`src/rtl/thr2pry_pkg.sv`:
```
// Shared types and geometry helpers for the pipelined thermometer-to-priority decoder.
package thr2pry_pkg;

    localparam int IDX_MAX_W = 16;

    typedef struct packed {
        logic                 any;
        logic                 all;
        logic                 err;
        logic [IDX_MAX_W-1:0] idx;
    } node_t;

    function automatic int calc_levels(input int width, input int split);
        longint p;
        int     l;
        p = 1;
        l = 0;
        if (split < 2) return 1;
        for (int i = 0; i < 64; i++) begin
            if (p < longint'(width)) begin
                p = p * longint'(split);
                l++;
            end
        end
        return l;
    endfunction

    // True only when width is an exact, non-trivial power of split.
    function automatic bit geometry_ok(input int width, input int split);
        longint p;
        p = 1;
        if (split < 2 || width < split) return 1'b0;
        for (int i = 0; i < 64; i++) begin
            if (p < longint'(width)) p = p * longint'(split);
        end
        return p == longint'(width);
    endfunction

endpackage

```
`src/rtl/thr2pry_node.sv`:
```
// Combinational SPLIT-to-1 merge of child node summaries for one tree level.
module thr2pry_node
    import thr2pry_pkg::*;
#(
    parameter int    SPLIT     = 2,
    parameter int    LEVEL     = 0,
    parameter string DIRECTION = "LSB"
) (
    input  node_t child_i [SPLIT],
    output node_t node_o
);

    localparam int SPAN    = SPLIT ** LEVEL;
    localparam bit MSB_DIR = (DIRECTION == "MSB");

    int   win;
    logic found;

    // Winner is the child holding the edge: lowest with any for LSB, highest for MSB.
    always_comb begin
        win   = 0;
        found = 1'b0;
        for (int c = 0; c < SPLIT; c++) begin
            if (!found && child_i[MSB_DIR ? SPLIT - 1 - c : c].any) begin
                win   = MSB_DIR ? SPLIT - 1 - c : c;
                found = 1'b1;
            end
        end
    end

    always_comb begin
        node_o     = '0;
        node_o.any = found;
        node_o.all = 1'b1;
        for (int c = 0; c < SPLIT; c++) begin
            node_o.all = node_o.all & child_i[c].all;
            if (child_i[c].err) node_o.err = 1'b1;
            // Children on the ones side of the winner must be saturated.
            if (found && !child_i[c].all && (MSB_DIR ? (c < win) : (c > win)))
                node_o.err = 1'b1;
            if (found && c == win)
                node_o.idx = IDX_MAX_W'(win * SPAN) + child_i[c].idx;
        end
    end

endmodule

```
`src/rtl/thr2pry_pipe.sv`:
```
// Pipelined thermometer-to-priority decoder: one tree level per register stage,
// valid/ready at both ends with combinational ready and bubble collapsing.
module thr2pry_pipe
    import thr2pry_pkg::*;
#(
    parameter int    WIDTH     = 32,
    parameter int    SPLIT     = 2,
    parameter string DIRECTION = "LSB"
) (
    input  logic                     clk,
    input  logic                     rst,
    input  logic                     s_vld,
    output logic                     s_rdy,
    input  logic [WIDTH-1:0]         thr,
    output logic                     m_vld,
    input  logic                     m_rdy,
    output logic [WIDTH-1:0]         pry,
    output logic [$clog2(WIDTH)-1:0] idx,
    output logic                     vld,
    output logic                     err
);

    localparam int LEVELS = calc_levels(WIDTH, SPLIT);
    localparam int IW     = $clog2(WIDTH);

    if (!geometry_ok(WIDTH, SPLIT)) begin : g_geom_bad
        $error("thr2pry_pipe: WIDTH must equal SPLIT**LEVELS with SPLIT >= 2 and LEVELS >= 1");
    end
    if (DIRECTION != "LSB" && DIRECTION != "MSB") begin : g_dir_bad
        $error("thr2pry_pipe: DIRECTION must be \"LSB\" or \"MSB\"");
    end
    if (IW >= IDX_MAX_W) begin : g_idx_bad
        $error("thr2pry_pipe: WIDTH too large for node index field");
    end

    logic [LEVELS:0] rdy;
    node_t           leaf [WIDTH];
    node_t           fin;
    logic            hit;
    logic            unused_fin;

    always_comb begin
        for (int i = 0; i < WIDTH; i++) begin
            leaf[i]     = '0;
            leaf[i].any = thr[i];
            leaf[i].all = thr[i];
        end
    end

    assign rdy[LEVELS] = m_rdy;
    assign s_rdy       = rdy[0];

    for (genvar k = 0; k < LEVELS; k++) begin : g_lvl
        localparam int NOUT = WIDTH / (SPLIT ** (k + 1));

        node_t node_d [NOUT];
        node_t node_q [NOUT];
        logic  vin;
        logic  v_d;
        logic  v_q;

        if (k == 0) begin : g_in
            assign vin = s_vld;
        end else begin : g_in
            assign vin = g_lvl[k-1].v_q;
        end

        assign rdy[k] = !v_q || rdy[k+1];
        assign v_d    = rdy[k] ? vin : v_q;

        for (genvar n = 0; n < NOUT; n++) begin : g_node
            node_t kids [SPLIT];
            for (genvar c = 0; c < SPLIT; c++) begin : g_kid
                if (k == 0) begin : g_src
                    assign kids[c] = leaf[n*SPLIT + c];
                end else begin : g_src
                    assign kids[c] = g_lvl[k-1].node_q[n*SPLIT + c];
                end
            end
            thr2pry_node #(
                .SPLIT     (SPLIT),
                .LEVEL     (k),
                .DIRECTION (DIRECTION)
            ) u_node (
                .child_i (kids),
                .node_o  (node_d[n])
            );
        end

        // ---- stage k register boundary ----
        always_ff @(posedge clk or negedge rst) begin
            if (!rst) v_q <= 1'b0;
            else      v_q <= v_d;
        end

        always_ff @(posedge clk) begin
            if (rdy[k] && vin) node_q <= node_d;
        end
    end

    assign fin   = g_lvl[LEVELS-1].node_q[0];
    assign m_vld = g_lvl[LEVELS-1].v_q;

    // Data fields are masked by m_vld so nothing stale shows while empty or in reset.
    assign hit = m_vld && fin.any && !fin.err;
    assign vld = m_vld && fin.any;
    assign err = m_vld && fin.err;
    assign idx = hit ? fin.idx[IW-1:0] : '0;
    assign pry = hit ? (WIDTH'(1) << idx) : '0;

    assign unused_fin = fin.all ^ (^fin.idx[IDX_MAX_W-1:IW]);

endmodule

```
`config.mk`:
```
export PLATFORM = sky130hd
export DESIGN_NAME = thr2pry_pipe
export DESIGN_NICKNAME = d
export VERILOG_FILES = /design/src/rtl/thr2pry_pkg.sv /design/src/rtl/thr2pry_node.sv /design/src/rtl/thr2pry_pipe.sv
export SDC_FILE = /design/constraint.sdc
export NUM_CORES = 1
export LEC_CHECK = 0
export CAP_MARGIN = 40
export CORE_MARGIN = 3
export CORE_UTILIZATION = 40
export CTS_BUF_LIST = sky130_fd_sc_hd__clkbuf_8 sky130_fd_sc_hd__clkbuf_16
export DETAILED_ROUTE_END_ITERATION = 10
export PLACE_DENSITY_LB_ADDON = 0.12
export SLEW_MARGIN = 20
export SYNTH_ARGS = -nofsm -noshare
export SYNTH_HDL_FRONTEND = slang
export SYNTH_SLANG_ARGS = --single-unit
```
`constraint.sdc`:
```
create_clock -name clk -period 8.9 [get_ports clk]
set_input_delay 1.335 -clock clk [delete_from_list [all_inputs] [get_ports clk]]
set_output_delay 1.335 -clock clk [all_outputs]
set_load 0.02 [all_outputs]
```
### After elaboration in Yosys (flattened, before gate mapping)

Index checks and enable logic that the tools add are counted.

| word-level totals | value |
|---|---|
| bits in registers | 252 |
| bits in latches | 0 |
| RAM bits | 0 |
| ROM bits | 0 |
| input port bits | 36 |
| output and inout bits | 41 |
| logic and storage cells | 845 |
| memories | 0 |

| cells by class | value |
|---|---|
| add/subtract/negate cells | 30 |
| multiply operators | 0 |
| div/mod/pow operators | 0 |
| magnitude comparators | 62 |
| eq/ne operators | 31 |
| shift-type cells | 1 |
| muxes and demuxes | 188 |
| bitwise logic cells | 30 |
| reduce and logical (&&, ||, !) cells | 375 |

Operator list:

| kind | number |
|---|---|
| $eq 2x32->1 const A | 31 |
| $gt 1x32->1 const A | 31 |
| $gt 2x32->1 const A | 31 |
| $logic_not 32->1 | 31 |
| $mux 5 | 47 |
| $logic_and 1x1->1 | 225 |
| $mux 1 | 140 |
| $logic_not 1->1 | 99 |
| $add 2x5->5 | 16 |
| $reduce_or 3->1 | 15 |
| $add 3x5->5 | 8 |
| $mux 32 | 1 |
| $shl 1x5->32 const A | 1 |
| $and 1x1->1 | 30 |
| $add 4x5->5 | 4 |
| $add 5x5->5 | 2 |
| $logic_or 1x1->1 | 5 |

### Depth between registers and ports, before layout

Gate-level depths: netlist of the first run.

| logic depth | value |
|---|---|
| word-level depth | 8 |
| depth in mapped cells | 4 |
| mapped depth without buffers | 2 |

### Cells and area by module

From an unflattened synthesis of the first run, not the netlist that was laid out.

| unflattened totals | value |
|---|---|
| cells, all modules | 3333 |
| area total of the unflattened synthesis | 34394.2 um^2 |

By module, submodules not included:

| module | times used | cells each | area each (um^2) | sequential area each (um^2) |
|---|---|---|---|---|
| thr2pry_pipe | 1 | 662 | 17977.2 | 17451.7 |
| thr2pry_node (g_lvl[0].g_node[10].u_node ...) | 15 | 87 | 504.2 | 0.0 |
| thr2pry_node (g_lvl[1].g_node[0].u_node ...) | 8 | 91 | 619.3 | 0.0 |
| thr2pry_node (g_lvl[2].g_node[0].u_node ...) | 4 | 76 | 449.2 | 0.0 |
| thr2pry_node (g_lvl[3].g_node[0].u_node ...) | 2 | 88 | 568.0 | 0.0 |
| thr2pry_node (g_lvl[0].g_node[0].u_node) | 1 | 86 | 483.0 | 0.0 |
| thr2pry_node (g_lvl[4].g_node[0].u_node) | 1 | 72 | 483.0 | 0.0 |

### Worst setup path after synthesis of the first run

OpenSTA, ideal clock, no wires.

| timing | value |
|---|---|
| path kind | input port to flip-flop |
| start point | input m_rdy |
| end point | register g_lvl[0].node_q[0] (netlist bit) (enable) |
| setup time | 522 ps |
| arrival time | 4899 ps |
| data required time | 8378 ps |
| setup slack | 3479 ps |
| stages | 3 |
| path buffers | 1 |
| cells stage by stage | and4b_2 clkbuf_1 a31oi_1 |

| on the way | value |
|---|---|
| cells in the longest elaborated chain, start to end | 6 |

RTL lines:

| element | line | RTL |
|---|---|---|
| from (decl) | thr2pry_pipe.sv:16 | `input logic m_rdy,` |
| $logic_or 1x1->1 (5 in a row) | thr2pry_pipe.sv:68 | `assign rdy[k] = !v_q \|\| rdy[k+1];` |
| $logic_and 1x1->1 | thr2pry_pipe.sv:97 | `if (rdy[k] && vin) node_q <= node_d;` |
| to (signal assigned) | thr2pry_pipe.sv:97 |  |
| to (decl) | thr2pry_pipe.sv:57 | `node_t node_q [NOUT];` |

No other way between the ends.
A chain may end at the register's enable or synchronous reset.

### Worst setup path after layout of the first run

| timing | value |
|---|---|
| start point | input m_rdy |
| end point | output s_rdy |

| on the way | value |
|---|---|
| cells in the longest elaborated chain, start to end | 5 |

RTL lines:

| element | line | RTL |
|---|---|---|
| $logic_or 1x1->1 (5 in a row) | thr2pry_pipe.sv:68 |  |
| to (decl) | thr2pry_pipe.sv:13 | `output logic s_rdy,` |

No other way between the ends.

==> results.toml, run 1 <==
[clock_network]
holdBufCountCts = 0
clk_path_buf_depth = 2
cts_tree = "yes"
clk_latency_ns = 0.41
cts_setup_buffers = 0
numCtsBuffers = 17
path_clk_slew_ns = 0.05
ctsHtreeMaxLevel = 4
cts_resized = 0
root_buffer = "clkbuf_16"
cts_sinks = 150

[route]
vias = 3321
remaining_drc_errors = 0
wl_um = 9153
drt-pass1-iter-count = 4
ant_nets = 0
viasPerCell = 4.827
drt-initial-drc-count = 132
routedWlPerCell_um = 13.30

[floorplan]
die_height_um = 130.2
die_area_um2 = 16960
placeableCoreArea_um2 = 14810
fp.dieW_um = 130.2
io_pins = 77
start_util_pct = 41.68
rows = 44

[place]
dpl.cell_count = 655
portBuffers = 76
globalplace.congestion = 0.7580
dp_hpwl_um = 6390
post_dp_cell_area_um2 = 7142
dpl_worst_slack_ns = 4.702

[critical_path]
r2r-end = "g_lvl[0].node_q[73]"
rrSetupSlack_ns = 6.90
ff2ff_path_depth = 4
critPathKind = "in2out"
max_stage_delay_ns = 0.55
crit_arrival_ns = 2.85
timing.critical_path.mode_cell = "clkdlybuf4s50_1"
cp-end-kind = "output pin"
cp-start-kind = "input port"
critPathMaxFanout = 7
reg2reg_from = "m_vld"
crit_path_cell_trace = "clkdlybuf4s50_1, and4b_2, nand3_1, clkdlybuf4s50_1"
required_ns = 7.57
worst_path_max_delay_cell = "clkdlybuf4s50_1"

[synth]
synth.cell_area_um2 = 6172
ys_warn_count = 0
synthCells = 404
synth_nets = 440
ys_ff_latch = 150
syn_area_per_cell_um2 = 15.28
synth_seq_area_share_pct = 72.57
synth_cell_types = 35

[layout]
nNetsFinal = 527
n_fill_cell = 1268
final_cells = 688
syn_to_final_growth_pct = 24.61
drive_above_1_share_pct = 16.47
n_antenna_cell = 0
utilization_pct = 51.93
final_cell_area_um2 = 7691

[grt]
track_usage_pct = 11.66
antenna_found_initial = 0
overflow = 0
grt_max_degree = 64
grt_pass1_wl_um = 15280
grt_pass1_vias = 3226

[timing]
fin_ws_ns = 4.710
drv_slew = 0
period_minus_slack_ns = 4.190
hold_viol_final = 0
max_slew_margin_pct = 52.70
tightest_slew_ns = 0.7095
setup_viol = 0
finalClockSkew_ns = 0.004322
whs_ns = 0.4743
rsz0062_at_grt = "no"
fmax_ghz = 0.2387
final.setup.tns_ns = 0
min_period_over_period_pct = 47.07

[power_and_ir_drop]
p_sw_share_pct = 21.19
seq_power_share_pct = 54.5
ir_drop_v = 0.0001326
power_density_nw_per_um2 = 212.3
combPwrFrac_pct = 7.4
clockPowerShare_pct = 38.1
p_int_mw = 1.287
p_leak_nw = 2.604
power.switching_mw = 0.3460
total_power_mw = 1.633

[flow_run]
maxCapViolations = 0

[status]
status = "finished clean"

[worst_hold_path]
hp-start = "g_lvl[2].v_q"
hold-path-endpoint = "g_lvl[3].v_q"
holdCritPathClass = "reg2reg"
whs_path_depth = 1
[critical path: cells and delay by family]
| family | cells | cell delay, ns |
|---|---|---|
| buffers and inverters | 2 | 0.98 |
| and+or+nand+nor | 2 | 0.53 |
[cells in the final DEF (no fill, tap or decap), types with 2 or more instances in the layout]
master / instances
edfxtp_1: 145
clkdlybuf4s50_1: 76
nor2b_1: 47
or2_2: 33
and2_1: 30
a22o_1: 26
nor4_1: 21
inv_1: 19
clkbuf_16: 17
nor2_1: 16
o21ai_0: 15
nor4_2: 8
clkinv_1: 6
clkinv_2: 5
dfrtp_1: 5
nand2b_1: 3
nand3b_1: 2
nand4bb_1: 2
a211oi_1: 2
and2_2: 2
clkinvlp_4: 2
buf_4: 2
[state kept, by name, indices dropped and copies added, names as in the netlist]
register and count:
g_lvl.node_q 138, fin 7, g_lvl.v_q 4, m_vld 1
[power groups by stage]
| stage | combinational (mW) | sequential (mW) | clock [mW] |
|---|---|---|---|
| detailed placement | 0.121 | 0.906 | 0 |
| CTS | 0.121 | 0.892 | 0.640 |
| global placement | 0.116 | 0.905 | 0 |
| floorplan | 0.0817 | 0.895 | 0 |
| finish | 0.121 | 0.890 | 0.622 |
| global route | 0.135 | 0.898 | 0.674 |
[kinds of logic after synthesis]
kind of cell / after synthesis / synth area share [%]
DFF: 150 / 72.57
AOI/OAI and AO/OA: 47 / 5.636
and+or+nand+nor: 176 / 19.40
buffers and inverters: 31 / 2.392
[Yosys cell counts]
master	instances	area [um^2]
edfxtp_1	145	4354
nor2b_1	48	300.3
or2_2	33	206.5
and2_1	30	187.7
a22o_1	26	227.7
nor4_1	21	131.4
inv_1	18	67.56
nor2_1	16	60.06
o21ai_0	15	75.07
nor4_2	8	100.1
buf_2	7	35.03
dfrtp_1	5	125.1
buf_6	3	33.78
nand2b_1	3	18.77
a211oi_1	2	15.01
and2_2	2	15.01
clkbuf_1	2	7.510
nand3b_1	2	15.01
nand4bb_1	2	22.52
a21boi_0	1	7.510
a21o_1	1	7.510
a31o_2	1	8.760
a31oi_1	1	6.260
and3b_2	1	10.01
and4b_2	1	11.26
inv_2	1	3.750
nand2_1	1	3.750
nand3_1	1	5.000
nand4b_1	1	8.760
nand4b_2	1	15.01
nand4b_4	1	23.77
nand4bb_4	1	27.53
nor4_4	1	21.27
or2b_1	1	7.510
or3_1	1	6.260
[routing by layer]
metal,GRT usage [%],wire [um],part of all wire (%),vias up
met3,3.766,466,5.1,10
met5,0,0,0,-
met1,14.28,4095,45,1544
met4,5.501,134,1.5,0
met2,18.77,4457,49,82
li1,-,-,-,1685
[area by class of cell]
class / count / area (um^2) / share of cell area, %
well taps: 184 / 230.2 / 2.993
repair buffers: 80 / 814.5 / 10.59
flip-flops and latches: 150 / 4479 / 58.24
multi-input cells: 223 / 1574 / 20.47
clock inverters: 15 / 96.34 / 1.253
clock buffers: 17 / 425.4 / 5.531
inverters: 19 / 71.32 / 0.9273
[worst max path at each step]
stage / startpoint / end / slack [ns]
6_report: m_rdy / s_rdy / 4.71
5_1_grt: m_rdy / s_rdy / 4.65
4_1_cts: m_rdy / s_rdy / 4.69
3_5_place_dp: m_rdy / s_rdy / 4.70
3_3_place_gp: m_rdy / s_rdy / 4.72
2_1_floorplan: m_rdy / g_lvl[0].node_q[0] / 3.48
Note: power is estimated with default switching activity, not from simulation.
==> run 2: changes to the inputs <==
Clock period 8.9 ns to 3.8 ns, I/O delays scaled along.
==> run 2 against run 1 <==
Global-route usage rose by 0.21 points. Clock power rose to 2.7 times the previous value. Flip-flop and latch count unchanged. First-iteration DRC count decreased by 25%. Largest cell class unchanged. Core utilization increased by 0.46 points. Clock skew rose by 0.0095 ns. Largest power group unchanged. Combinational power grew 130%. Power rose by 150%. Non-clock buffer count down 1. Clock-buffer cell count unchanged. Highest routed layer unchanged.
==> results.toml, run 2 (same netlist as run 1, synthesis figures left out) <==
[route]
viasPerCell = 4.867
wl_um = 9438
routedWlPerCell_um = 13.76
ant_nets = 0
drt-initial-drc-count = 99
remaining_drc_errors = 0
vias = 3339
drt-pass1-iter-count = 4

[grt]
overflow = 0
antenna_found_initial = 0
grt_pass1_wl_um = 15430
grt_pass1_vias = 3282
track_usage_pct = 11.86
grt_max_degree = 64

[clock_network]
cts_sinks = 150
cts_setup_buffers = 0
clk_latency_ns = 0.42
cts_tree = "yes"
numCtsBuffers = 17
clk_path_buf_depth = 2
cts_resized = 0
root_buffer = "clkbuf_16"
ctsHtreeMaxLevel = 4
path_clk_slew_ns = 0.06
holdBufCountCts = 0

[layout]
n_fill_cell = 1246
layout_commonest_cell = "edfxtp_1"
regMostFlops = "g_lvl.node_q"
drive_above_1_share_pct = 17.13
utilization_pct = 52.40
seqCellArea_um2 = 4479
layout_common_cells = "edfxtp_1 (145), clkdlybuf4s50_1 (76), nor2b_1 (47)"
syn_to_final_growth_pct = 25.72
nNetsFinal = 526
largest_reg_flops = 138
n_antenna_cell = 0
multiInputGateArea_um2 = 1574

[power_and_ir_drop]
p_leak_nw = 2.639
ir_drop_v = 0.0003512
power_density_nw_per_um2 = 525.3
total_power_mw = 4.076

[floorplan]
die_area_um2 = 16960
rows = 44
io_pins = 77
fp.dieW_um = 130.2
start_util_pct = 41.68
placeableCoreArea_um2 = 14810
die_height_um = 130.2

[timing]
final.setup.tns_ns = 0
min_period_over_period_pct = 85.09
hold_viol_final = 0
max_slew_margin_pct = 50.73
finalClockSkew_ns = 0.01379
tightest_slew_ns = 0.7391
drv_slew = 0
setup_viol = 0
rsz0062_at_grt = "no"
fmax_ghz = 0.3093
period_minus_slack_ns = 3.233

[critical_path]
cp-start-kind = "register"
reg2reg_from = "m_vld"
critPathMaxFanout = 14
required_ns = 3.23
crit_arrival_ns = 2.66
rrSetupSlack_ns = 1.81
setup.worst_path.end = "pry[9]"
ff2ff_path_depth = 3
critPathKind = "reg2out"
cp-startpoint = "m_vld"
r2r-end = "g_lvl[1].node_q[17]"
cp-end-kind = "output pin"

[status]
status = "finished clean"

[place]
dp_hpwl_um = 6485
globalplace.congestion = 0.7356
portBuffers = 76

[worst_hold_path]
holdCritPathClass = "in2async"

[flow_run]
maxCapViolations = 0
==> run 2: layout make-up <==
type	count	share of cell area [%]
multi-input combinational	223	20.28
inverter	19	0.9191
sequential	150	57.72
timing repair buffer	79	10.25
tap	184	2.967
clock inverter	14	2.370
clock buffer	17	5.482
==> run 2: worst min-delay path by stage <==
stage | endpoint | slack, ns | from
2_1_floorplan | g_lvl[0].v_q | 0.27 | rst
3_3_place_gp | g_lvl[3].v_q | 0.46 | g_lvl[2].v_q
3_5_place_dp | g_lvl[3].v_q | 0.48 | g_lvl[2].v_q
4_1_cts | g_lvl[0].v_q | 0.37 | rst
5_1_grt | g_lvl[0].v_q | 0.38 | rst
6_report | m_vld | 0.38 | rst
==> run 2: layer usage <==
layer  share of wire [%]  vias to the layer above  GRT usage (%)
met5                   0                        -              0
met4                 1.6                        0          5.990
met3                 4.8                       16          3.807
met2                  49                       73          19.07
met1                  45                     1567          14.41
li1                    -                     1683              -
==> run 2: critical path, cell delays in order, from the launching register on <==
cell,delay [ns]
dfrtp_1,0.68
nand4bb_1,0.47
nor4_1,0.44
clkdlybuf4s50_1,0.66
==> run 2: power breakdown <==
group / leakage (nW) / switching, mW / total (mW) / internal [mW]
Sequential: 1.42 / 0.0761 / 2.09 / 2.01
Combinational: 0.915 / 0.154 / 0.279 / 0.126
Clock: 0.302 / 0.620 / 1.71 / 1.09
==> run 2: metrics by stage <==
stage	instances	hold slack (ns)	area, um^2	setup WS [ns]
floorplan	404	0.2744	6178	0.4463
global placement	655	0.4617	7151	1.121
detailed placement	655	0.4794	7151	1.013
CTS	686	0.3658	7760	0.5497
global route	686	0.3786	7760	0.3560
finish	686	0.3813	7760	0.5667
==> run 3: changes to the inputs <==
Settings changed: CAP_MARGIN 40 to not set.
==> results of run 3 <==
No change in the layout: final DEF, timing and power equal those of run 2.
